**config.mk**
```make
export PLATFORM = sky130hd
export DESIGN_NAME = pipe_skid_reg
export DESIGN_NICKNAME = d
export VERILOG_FILES = /design/src/rtl/pipe_skid_reg_pkg.sv /design/src/rtl/pipe_skid_reg_sat_counter.sv /design/src/rtl/pipe_skid_reg.sv
export SDC_FILE = /design/constraint.sdc
export NUM_CORES = 1
export LEC_CHECK = 0
export BUFFER_PORTS_ARGS = -buffer_cell sky130_fd_sc_hd__buf_2
export CAP_MARGIN = 20
export CORE_UTILIZATION = 35
export CTS_CLUSTER_DIAMETER = 200
export DETAILED_ROUTE_END_ITERATION = 10
export SYNTH_ARGS = -nofsm -noshare
export SYNTH_HDL_FRONTEND = slang
export SYNTH_SLANG_ARGS = --single-unit
```
**constraint.sdc**
```tcl
create_clock -name clk -period 1.9 [get_ports clk]
set_input_delay 0.095 -clock clk [delete_from_list [all_inputs] [get_ports clk]]
set_output_delay 0.095 -clock clk [all_outputs]
set_load 0.02 [all_outputs]
```
**src/rtl/pipe_skid_reg_pkg.sv**
```systemverilog
// Shared definitions for the pipeline-stage skid register.
// Holds the skid-buffer state encodings, default payload widths used when
// stages pack their boundary payloads, and a small helper for in_ready.
package pipe_skid_reg_pkg;

  // Default per-stage payload packing widths
  localparam int unsigned DEF_PC_W   = 32;
  localparam int unsigned DEF_CTRL_W = 16;
  localparam int unsigned DEF_DATA_W = 128;
  localparam int unsigned DEF_CNT_W  = 16;

  // Occupancy of the main + skid register pair
  typedef enum logic [1:0] {
    SKID_EMPTY = 2'b00,
    SKID_ONE   = 2'b01,
    SKID_FULL  = 2'b10
  } skid_state_e;

  // A stage can take a new entry unless both registers are occupied
  function automatic logic state_has_room(input skid_state_e s);
    return s != SKID_FULL;
  endfunction

endpackage

```
**src/rtl/pipe_skid_reg_sat_counter.sv**
```systemverilog
// Saturating up-counter with synchronous clear.
// Ports:
//   clk  - clock
//   rst  - synchronous active-high reset (count -> 0)
//   inc  - increment request; ignored once the count is all-ones
//   clr  - synchronous clear, wins over inc
//   cnt  - registered count
module sat_counter
  import pipe_skid_reg_pkg::*;
#(
  parameter int unsigned W = DEF_CNT_W
) (
  input  logic         clk,
  input  logic         rst,
  input  logic         inc,
  input  logic         clr,
  output logic [W-1:0] cnt
);

  logic [W-1:0] r_cnt;

  // Count up, stick at all-ones
  always_ff @(posedge clk) begin
    if (rst || clr) begin
      r_cnt <= '0;
    end else if (inc && (r_cnt != '1)) begin
      r_cnt <= r_cnt + W'(1);
    end
  end

  assign cnt = r_cnt;

endmodule

```
**src/rtl/pipe_skid_reg.sv**
```systemverilog
// Generic pipeline-stage register for one inter-stage boundary.
// A main register drives the outputs; a single skid register absorbs the
// entry that arrives in the cycle downstream stops accepting, so in_ready
// can be a flop with no combinational path from out_ready.
// Ports:
//   clk, rst          - clock, synchronous active-high reset
//   stall             - global freeze (flush and the bubble counter still act)
//   flush             - drop everything; PC of a valid incoming entry is kept
//   in_valid/in_ready - upstream handshake (in_ready registered)
//   in_pc/ctrl/data   - upstream payload
//   out_valid/ready   - downstream handshake
//   out_pc/ctrl/data  - registered payload; ctrl/data are 0 when invalid
//   bubble_cnt        - saturating count of idle cycles seen by downstream
//   bubble_clr        - synchronous clear of bubble_cnt
module pipe_skid_reg
  import pipe_skid_reg_pkg::*;
#(
  parameter int unsigned PC_W   = DEF_PC_W,
  parameter int unsigned CTRL_W = DEF_CTRL_W,
  parameter int unsigned DATA_W = DEF_DATA_W,
  parameter int unsigned CNT_W  = DEF_CNT_W
) (
  input  logic              clk,
  input  logic              rst,
  input  logic              stall,
  input  logic              flush,
  input  logic              in_valid,
  output logic              in_ready,
  input  logic [PC_W-1:0]   in_pc,
  input  logic [CTRL_W-1:0] in_ctrl,
  input  logic [DATA_W-1:0] in_data,
  output logic              out_valid,
  input  logic              out_ready,
  output logic [PC_W-1:0]   out_pc,
  output logic [CTRL_W-1:0] out_ctrl,
  output logic [DATA_W-1:0] out_data,
  output logic [CNT_W-1:0]  bubble_cnt,
  input  logic              bubble_clr
);

  skid_state_e       r_state, w_state_nxt;
  logic              r_in_ready, r_out_valid;
  logic [PC_W-1:0]   r_pc, w_pc_nxt, r_skid_pc, w_skid_pc_nxt;
  logic [CTRL_W-1:0] r_ctrl, w_ctrl_nxt, r_skid_ctrl, w_skid_ctrl_nxt;
  logic [DATA_W-1:0] r_data, w_data_nxt, r_skid_data, w_skid_data_nxt;
  logic              w_accept, w_issue, w_bubble_inc;

  // Handshakes; both already qualified by stall, so stall simply holds state
  assign w_accept     = in_valid & r_in_ready & ~stall;
  assign w_issue      = r_out_valid & out_ready & ~stall;
  assign w_bubble_inc = ~r_out_valid & out_ready & ~stall & ~flush;

  // State register
  always_ff @(posedge clk) begin
    if (rst) begin
      r_state <= SKID_EMPTY;
    end else begin
      r_state <= w_state_nxt;
    end
  end

  // Next state and next main/skid contents
  always_comb begin
    w_state_nxt     = r_state;
    w_pc_nxt        = r_pc;
    w_ctrl_nxt      = r_ctrl;
    w_data_nxt      = r_data;
    w_skid_pc_nxt   = r_skid_pc;
    w_skid_ctrl_nxt = r_skid_ctrl;
    w_skid_data_nxt = r_skid_data;

    if (flush) begin
      // PC survives so exception logic still sees where the flush happened
      w_state_nxt     = SKID_EMPTY;
      w_pc_nxt        = in_valid ? in_pc : r_pc;
      w_ctrl_nxt      = '0;
      w_data_nxt      = '0;
      w_skid_pc_nxt   = '0;
      w_skid_ctrl_nxt = '0;
      w_skid_data_nxt = '0;
    end else begin
      unique case (r_state)
        SKID_EMPTY: begin
          if (w_accept) begin
            w_state_nxt = SKID_ONE;
            w_pc_nxt    = in_pc;
            w_ctrl_nxt  = in_ctrl;
            w_data_nxt  = in_data;
          end
        end
        SKID_ONE: begin
          if (w_accept && w_issue) begin
            w_pc_nxt   = in_pc;
            w_ctrl_nxt = in_ctrl;
            w_data_nxt = in_data;
          end else if (w_accept) begin
            w_state_nxt     = SKID_FULL;
            w_skid_pc_nxt   = in_pc;
            w_skid_ctrl_nxt = in_ctrl;
            w_skid_data_nxt = in_data;
          end else if (w_issue) begin
            // Keep last PC visible, but an empty stage carries a pure bubble
            w_state_nxt = SKID_EMPTY;
            w_ctrl_nxt  = '0;
            w_data_nxt  = '0;
          end
        end
        SKID_FULL: begin
          if (w_issue) begin
            w_state_nxt     = SKID_ONE;
            w_pc_nxt        = r_skid_pc;
            w_ctrl_nxt      = r_skid_ctrl;
            w_data_nxt      = r_skid_data;
            w_skid_pc_nxt   = '0;
            w_skid_ctrl_nxt = '0;
            w_skid_data_nxt = '0;
          end
        end
        default: begin
          w_state_nxt = SKID_EMPTY;
          w_ctrl_nxt  = '0;
          w_data_nxt  = '0;
        end
      endcase
    end
  end

  // Payload and handshake flops; out_valid/in_ready follow the next state
  always_ff @(posedge clk) begin
    if (rst) begin
      r_out_valid <= 1'b0;
      r_in_ready  <= 1'b1;
      r_pc        <= '0;
      r_ctrl      <= '0;
      r_data      <= '0;
      r_skid_pc   <= '0;
      r_skid_ctrl <= '0;
      r_skid_data <= '0;
    end else begin
      r_out_valid <= (w_state_nxt != SKID_EMPTY);
      r_in_ready  <= state_has_room(w_state_nxt);
      r_pc        <= w_pc_nxt;
      r_ctrl      <= w_ctrl_nxt;
      r_data      <= w_data_nxt;
      r_skid_pc   <= w_skid_pc_nxt;
      r_skid_ctrl <= w_skid_ctrl_nxt;
      r_skid_data <= w_skid_data_nxt;
    end
  end

  // Idle-cycle counter for performance monitoring
  sat_counter #(
    .W(CNT_W)
  ) u_bubble_cnt (
    .clk(clk),
    .rst(rst),
    .inc(w_bubble_inc),
    .clr(bubble_clr),
    .cnt(bubble_cnt)
  );

  assign in_ready  = r_in_ready;
  assign out_valid = r_out_valid;
  assign out_pc    = r_pc;
  assign out_ctrl  = r_ctrl;
  assign out_data  = r_data;

endmodule

```
==> After elaboration in Yosys (flattened, before gate mapping) <==
Index checks and enable logic that the tools add are counted.
{ "totals": {"register_bits": 372, "in_bits": 183, "output_inout_bits": 194} }
{ "op_classes": {"add_sub_neg": 1, "n_eq_ne": 14, "muxes": 32, "bitwise_logic": 10, "reduce_logical": 11} }
{ "ops": {"columns": ["operator", "count"], "rows": [
  ["two-way mux 128 bit", 6],
  ["one-hot mux 128 bit (3 select lines)", 1],
  ["one-hot mux 128 bit (2 select lines)", 1],
  ["two-way mux 32 bit", 7],
  ["two-way mux 16 bit", 6],
  ["one-hot mux 32 bit (3 select lines)", 1],
  ["one-hot mux 32 bit (2 select lines)", 1],
  ["one-hot mux 16 bit (3 select lines)", 1],
  ["one-hot mux 16 bit (2 select lines)", 1],
  ["adder 16 x 1 -> 16 bit (second input constant)", 1],
  ["inequality test 16 bit (second input constant)", 1],
  ["inequality test 3 bit (second input constant)", 5],
  ["two-way mux 2 bit", 6],
  ["inequality test 2 bit (second input constant)", 5],
  ["AND reduction 4 bit", 2],
  ["AND 1 bit", 7],
  ["one-hot mux 2 bit (3 select lines)", 1],
  ["AND reduction 5 bit", 1],
  ["nonzero test 2 bit", 2],
  ["nonzero test 4 bit", 1],
  ["NOT 1 bit", 3],
  ["equality test 2 x 1 -> 1 bit (second input constant)", 1],
  ["equality test 2 bit (second input constant)", 1],
  ["logical AND 1 bit", 2],
  ["4 further kinds", 4]
]} }

==> Longest topological paths before layout <==
{ "depth": {"ltp_word": 8, "ltp_mapped": 8, "depth_no_buf": 6} }

==> By module <==
Synthesis repeated with hierarchy kept, for this count alone.
{ "unflattened": {"hier_cells": 1371, "hier_area_um2": 15148.3} }
{ "by_module_without_submodules": {"columns": ["module", "instances", "cells_each", "area_per_inst_um2"], "rows": [
  ["pipe_skid_reg", 1, 1276, 14301.2],
  ["sat_counter", 1, 95, 847.1]
]} }

==> Worst setup path after synthesis <==
Ideal clock, no wire load.
{ "synth_path": {"path_type": "reg2reg", "startpoint": "register r_out_valid (netlist: out_valid)", "endpoint": "register u_bubble_cnt.r_cnt[13] (netlist: u_bubble_cnt.cnt[13])", "setup_ns": 0.128, "arrival_ns": 1.635, "slack_ns": 0.138, "stages_incl_launch_ff": 6, "cell_sequence": "dfxtp_1 -> or4b_1 -> nor4_2 -> nand4_1 -> xor2_1 -> nor2_1"} }
{ "synth_via": {"elab_chain_cells": 5} }
{ "synth_lines": {"columns": ["element", "line_no", "rtl"], "rows": [
  ["start: declaration", "pipe_skid_reg.sv:42", "logic r_in_ready, r_out_valid;"],
  ["start signal: assignment", "pipe_skid_reg.sv:140", "r_out_valid <= (w_state_nxt != SKID_EMPTY);"],
  ["NOT 1 bit", "pipe_skid_reg.sv:51", "assign w_bubble_inc = ~r_out_valid & out_ready & ~stall & ~flush;"],
  ["AND 1 bit (3 in series)", "pipe_skid_reg.sv:51", null],
  ["logical AND 1 bit", "pipe_skid_reg_sat_counter.sv:26", "end else if (inc && (r_cnt != '1)) begin"],
  ["end signal: assignment", "pipe_skid_reg_sat_counter.sv:27", "r_cnt <= r_cnt + W'(1);"],
  ["end: declaration", "pipe_skid_reg_sat_counter.sv:20", "logic [W-1:0] r_cnt;"]
]} }
Every way passes these cells.
A chain may end at the register's enable or synchronous reset.

==> Worst setup path after layout <==
{ "layout_path": {"startpoint": "register r_state[1]", "endpoint": "register r_skid_data[105]"} }
{ "layout_via": {"elab_chain_cells": 3, "word_cells_on_any_way": 8, "cone_classes": "5 x eq/ne; 1 x mux; 2 x reduce/logical"} }
{ "layout_lines": {"columns": ["element", "line_no", "rtl"], "rows": [
  ["start: declaration", "pipe_skid_reg.sv:41", "skid_state_e r_state, w_state_nxt;"],
  ["start signal: assignment", "pipe_skid_reg.sv:58", "r_state <= w_state_nxt;"],
  ["equality test 2 x 1 -> 1 bit or equality test 2 bit (tied branches)", "pipe_skid_reg.sv:82", "unique case (r_state)"],
  ["inequality test 2 bit (no source line) or nonzero test 2 bit (tied branches)", null, null],
  ["AND reduction 4 bit (no source line)", null, null],
  ["end signal: assignment", "pipe_skid_reg.sv:147", "r_skid_data <= w_skid_data_nxt;"],
  ["end: declaration", "pipe_skid_reg.sv:45", "logic [DATA_W-1:0] r_data, w_data_nxt, r_skid_data, w_skid_data_nxt;"]
]} }
Parallel ways exist; a longest one is shown, timed or not.

==> flow_summary.json <==
{
  "status": "finished, final reports clean",
  "worstRegToRegCells": 7,
  "root_buffer": "clkbuf_16",
  "crit_required_ns": 2.37,
  "wire_per_inst_microns": 17.27,
  "final_hold_viol_count": 0,
  "die_w_microns": 205.6,
  "clk_pin_slew_ns": 0.06,
  "place_congestion": 0.8011,
  "ys_warn_count": 0,
  "r2r_end": "r_skid_data[105]$_SDFFE_PP0P_",
  "reg2reg_from": "r_state[1]$_SDFF_PP0_",
  "grt_use_total_pct": 20.74,
  "clock-sinks": 372,
  "clk_latency_ns": 0.55,
  "setup_viol": 0,
  "synthToLayoutAreaGrowth_pct": 40.41,
  "clock_skew_ns": 0.01486,
  "dieArea_sq_um": 42280,
  "avgSynthCellArea_sq_um": 8.752,
  "synth_area_sq_um": 14510,
  "cts_buffer_depth": 3,
  "rsz0062_at_grt": "yes",
  "synthAdderAreaFrac_pct": 0.08622,
  "rows": 74,
  "mostFrequentLayoutCells": "376 x buf_2, 371 x dfxtp_1, 226 x nor2_1, 178 x dlygate4sd3_1, 176 x a22oi_1",
  "crit_type": "flop to flop",
  "grt_pass1_vias": 13630,
  "end_kind": "flop",
  "slew_headroom_pct": 41.14,
  "cts.htree.levels": 2,
  "drc": 0,
  "max-vdd-ir-drop_mv": 0.6654,
  "synth_compound_area_share_pct": 23.26,
  "p_per_area_nw_per_um2": 895.9,
  "worstMarginPinSlew_ns": 0.8830,
  "cts_tree": "done",
  "power.total_mw": 18.25,
  "yosys.area.top_type": "dfxtp_1",
  "finalWirelength_mm": 46.81,
  "synth_mux_area_share_pct": 2.207,
  "synthArstFlopShare_pct": 0,
  "crit_path_start": "r_state[1]$_SDFF_PP0_",
  "ant_nets": 0,
  "path_max_fanout": 34,
  "setup-tns-final_ns": 0,
  "cts_buffers": 42,
  "cap_violations": 0,
  "drt_iter0_drc": 906,
  "io_pins": 377,
  "yosysUniqueCellTypes": 45,
  "initial_core_util_pct": 35.54,
  "overflow": 0,
  "synth_simple_gate_area_share_pct": 17.87,
  "maxSlewViolCount": 0,
  "syn_inst": 1658,
  "synth_top_family_by_area": "compound AO/OA/AOI/OAI gates",
  "coreArea_sq_um": 40830,
  "timing.final.crit_share_pct": 96.35,
  "grt_pass1_wl_mm": 71.07,
  "synth_seq_cells": 372,
  "synth.area.top_cells": "dfxtp_1 51%, a22oi_1 9.1%, a31oi_1 6.3%",
  "p_leak_nw": 8.159,
  "arrival_ns": 2.30,
  "grt_max_degree": 151,
  "vias": 14140,
  "ff2ff_setup_slack_ns": 0.07,
  "cp-start-kind": "flop",
  "dp_hpwl_mm": 26.94,
  "yosysSeqAreaShare_pct": 51.32,
  "post_drt_via_cell_ratio": 5.214,
  "synth-edff-count": 0,
  "synth_top_area_share_pct": 51.32,
  "layout-drive-gt1-share_pct": 23.19,
  "dr.pass1.iters": 5,
  "io_buffer_count": 376,
  "fp.dieH_microns": 205.6,
  "critPathCapture": "r_skid_data[105]$_SDFFE_PP0P_",
  "hold_path.class": "primary input to flop",
  "layout.nets": 2330,
  "n_fill_cell": 3811,
  "synth-main-ff-cell": "dfxtp_1",
  "max_freq_mhz": 546.3,
  "syn_nets": 1842,
  "final_common_cell": "buf_2",
  "min_period_ns": 1.831,
  "antenna_found_initial": 1,
  "synth-xor-area-share_pct": 0.6639
}
[how the worst min path moves through the flow]
stage	to	slack, ns	start	cells after the start
after floorplan	r_skid_ctrl[0]$_SDFFE_PP0P_	0.26	in_ctrl[0]	2
after CTS	in_ready$_SDFF_PP1_	0.01	flush	4
after detailed placement	r_skid_data[50]$_SDFFE_PP0P_	0.36	in_data[50]	3
after global routing	in_ready$_SDFF_PP1_	0.08	flush	4
final	in_ready$_SDFF_PP1_	0.05	flush	4
after global placement	r_skid_ctrl[4]$_SDFFE_PP0P_	0.35	in_ctrl[4]	3
[cell usage after synthesis, types with 2 or more instances]
master	count
nand4_1	6
o211ai_1	3
and4_1	2
inv_1	3
a211oi_1	35
nand3_1	9
nand2_1	156
a21o_1	2
xor2_1	11
and3b_1	2
a21oi_1	3
o31ai_4	2
o21ai_1	60
buf_2	31
and3_1	3
nor2b_1	144
clkbuf_2	6
a31oi_1	145
dfxtp_1	372
buf_4	7
clkbuf_1	104
nor2_1	227
a22oi_1	176
o21ai_0	89
or3_1	3
mux2i_1	32
buf_1	7
[per-layer routing]
layer / up-vias / global-route usage [%] / part of all wire [%]
met5: - / 0 / 0
met4: 0 / 9.339 / 3.3
met3: 94 / 4.577 / 6.4
met2: 449 / 34.74 / 47
met1: 6737 / 25.31 / 43
li1: 6856 / - / -
[metrics by stage]
step / hold slack [ns] / instance area [sq um] / std cells / utilization (%) / setup slack, ns
after floorplan: 0.2558 / 14510 / 1658 / - / 0.1377
after global placement: 0.3539 / 16930 / 2447 / 41.47 / 0.1025
after detailed placement: 0.3616 / 16930 / 2447 / 41.47 / 0.09608
after CTS: 0.01191 / 20180 / 2701 / 49.41 / 0.06946
after global routing: 0.07512 / 20380 / 2711 / 49.90 / -0.07931
final: 0.05062 / 20380 / 2711 / 49.90 / 0.06934
[critical path, stage by stage, from the launching register on]
cell and delay (ns):
dfxtp_4 0.41, and4bb_1 0.27, and3_4 0.22, nor2_4 0.17, buf_12 0.22, buf_12 0.23, a22oi_1 0.10, nor2_1 0.12
[repair_timing]
action	4_1_cts	5_1_grt
resized for setup	0	16
hold buffers	178	0
endpoints found under the setup margin	0	158
endpoints found under the hold margin	357	0
buffers inserted	0	4
[kinds of logic after synthesis]
| family | count (synthesis) |
|---|---|
| buf+inv | 158 |
| simple gates | 564 |
| compound gates | 520 |
| flops | 372 |
| fa+ha+maj | 1 |
| xor+xnor | 11 |
| mux | 32 |
[where the power goes]
part | switching (mW) | total (mW) | leakage (nW) | internal [mW]
sequential | 0.0840 | 8.03 | 3.01 | 7.95
clock | 3.28 | 8.48 | 0.719 | 5.20
combinational | 0.930 | 1.75 | 4.43 | 0.817
total | 4.29 | 18.3 | 8.16 | 14.0
[final cells by class]
cell class / count / area (sq um) / share of cell area (%)
Sequential cell: 372 / 7451 / 36.57
Clock buffer: 62 / 1277 / 6.270
Inverter: 3 / 13.76 / 0.06755
Timing Repair Buffer: 599 / 4332 / 21.26
Multi-Input combinational cell: 1128 / 6451 / 31.66
Antenna cell: 1 / 2.502 / 0.01228
Clock inverter: 14 / 182.7 / 0.8965
Tap cell: 532 / 665.6 / 3.267
[registers in the layout, indices dropped and copies added, names as in the netlist]
signal            count
in_ready              1
out_ctrl             16
out_data            128
out_pc               32
out_valid             1
r_skid_ctrl          16
r_skid_data         128
r_skid_pc            32
r_state               2
u_bubble_cnt.cnt     16
(Power assumes the default switching activity.)
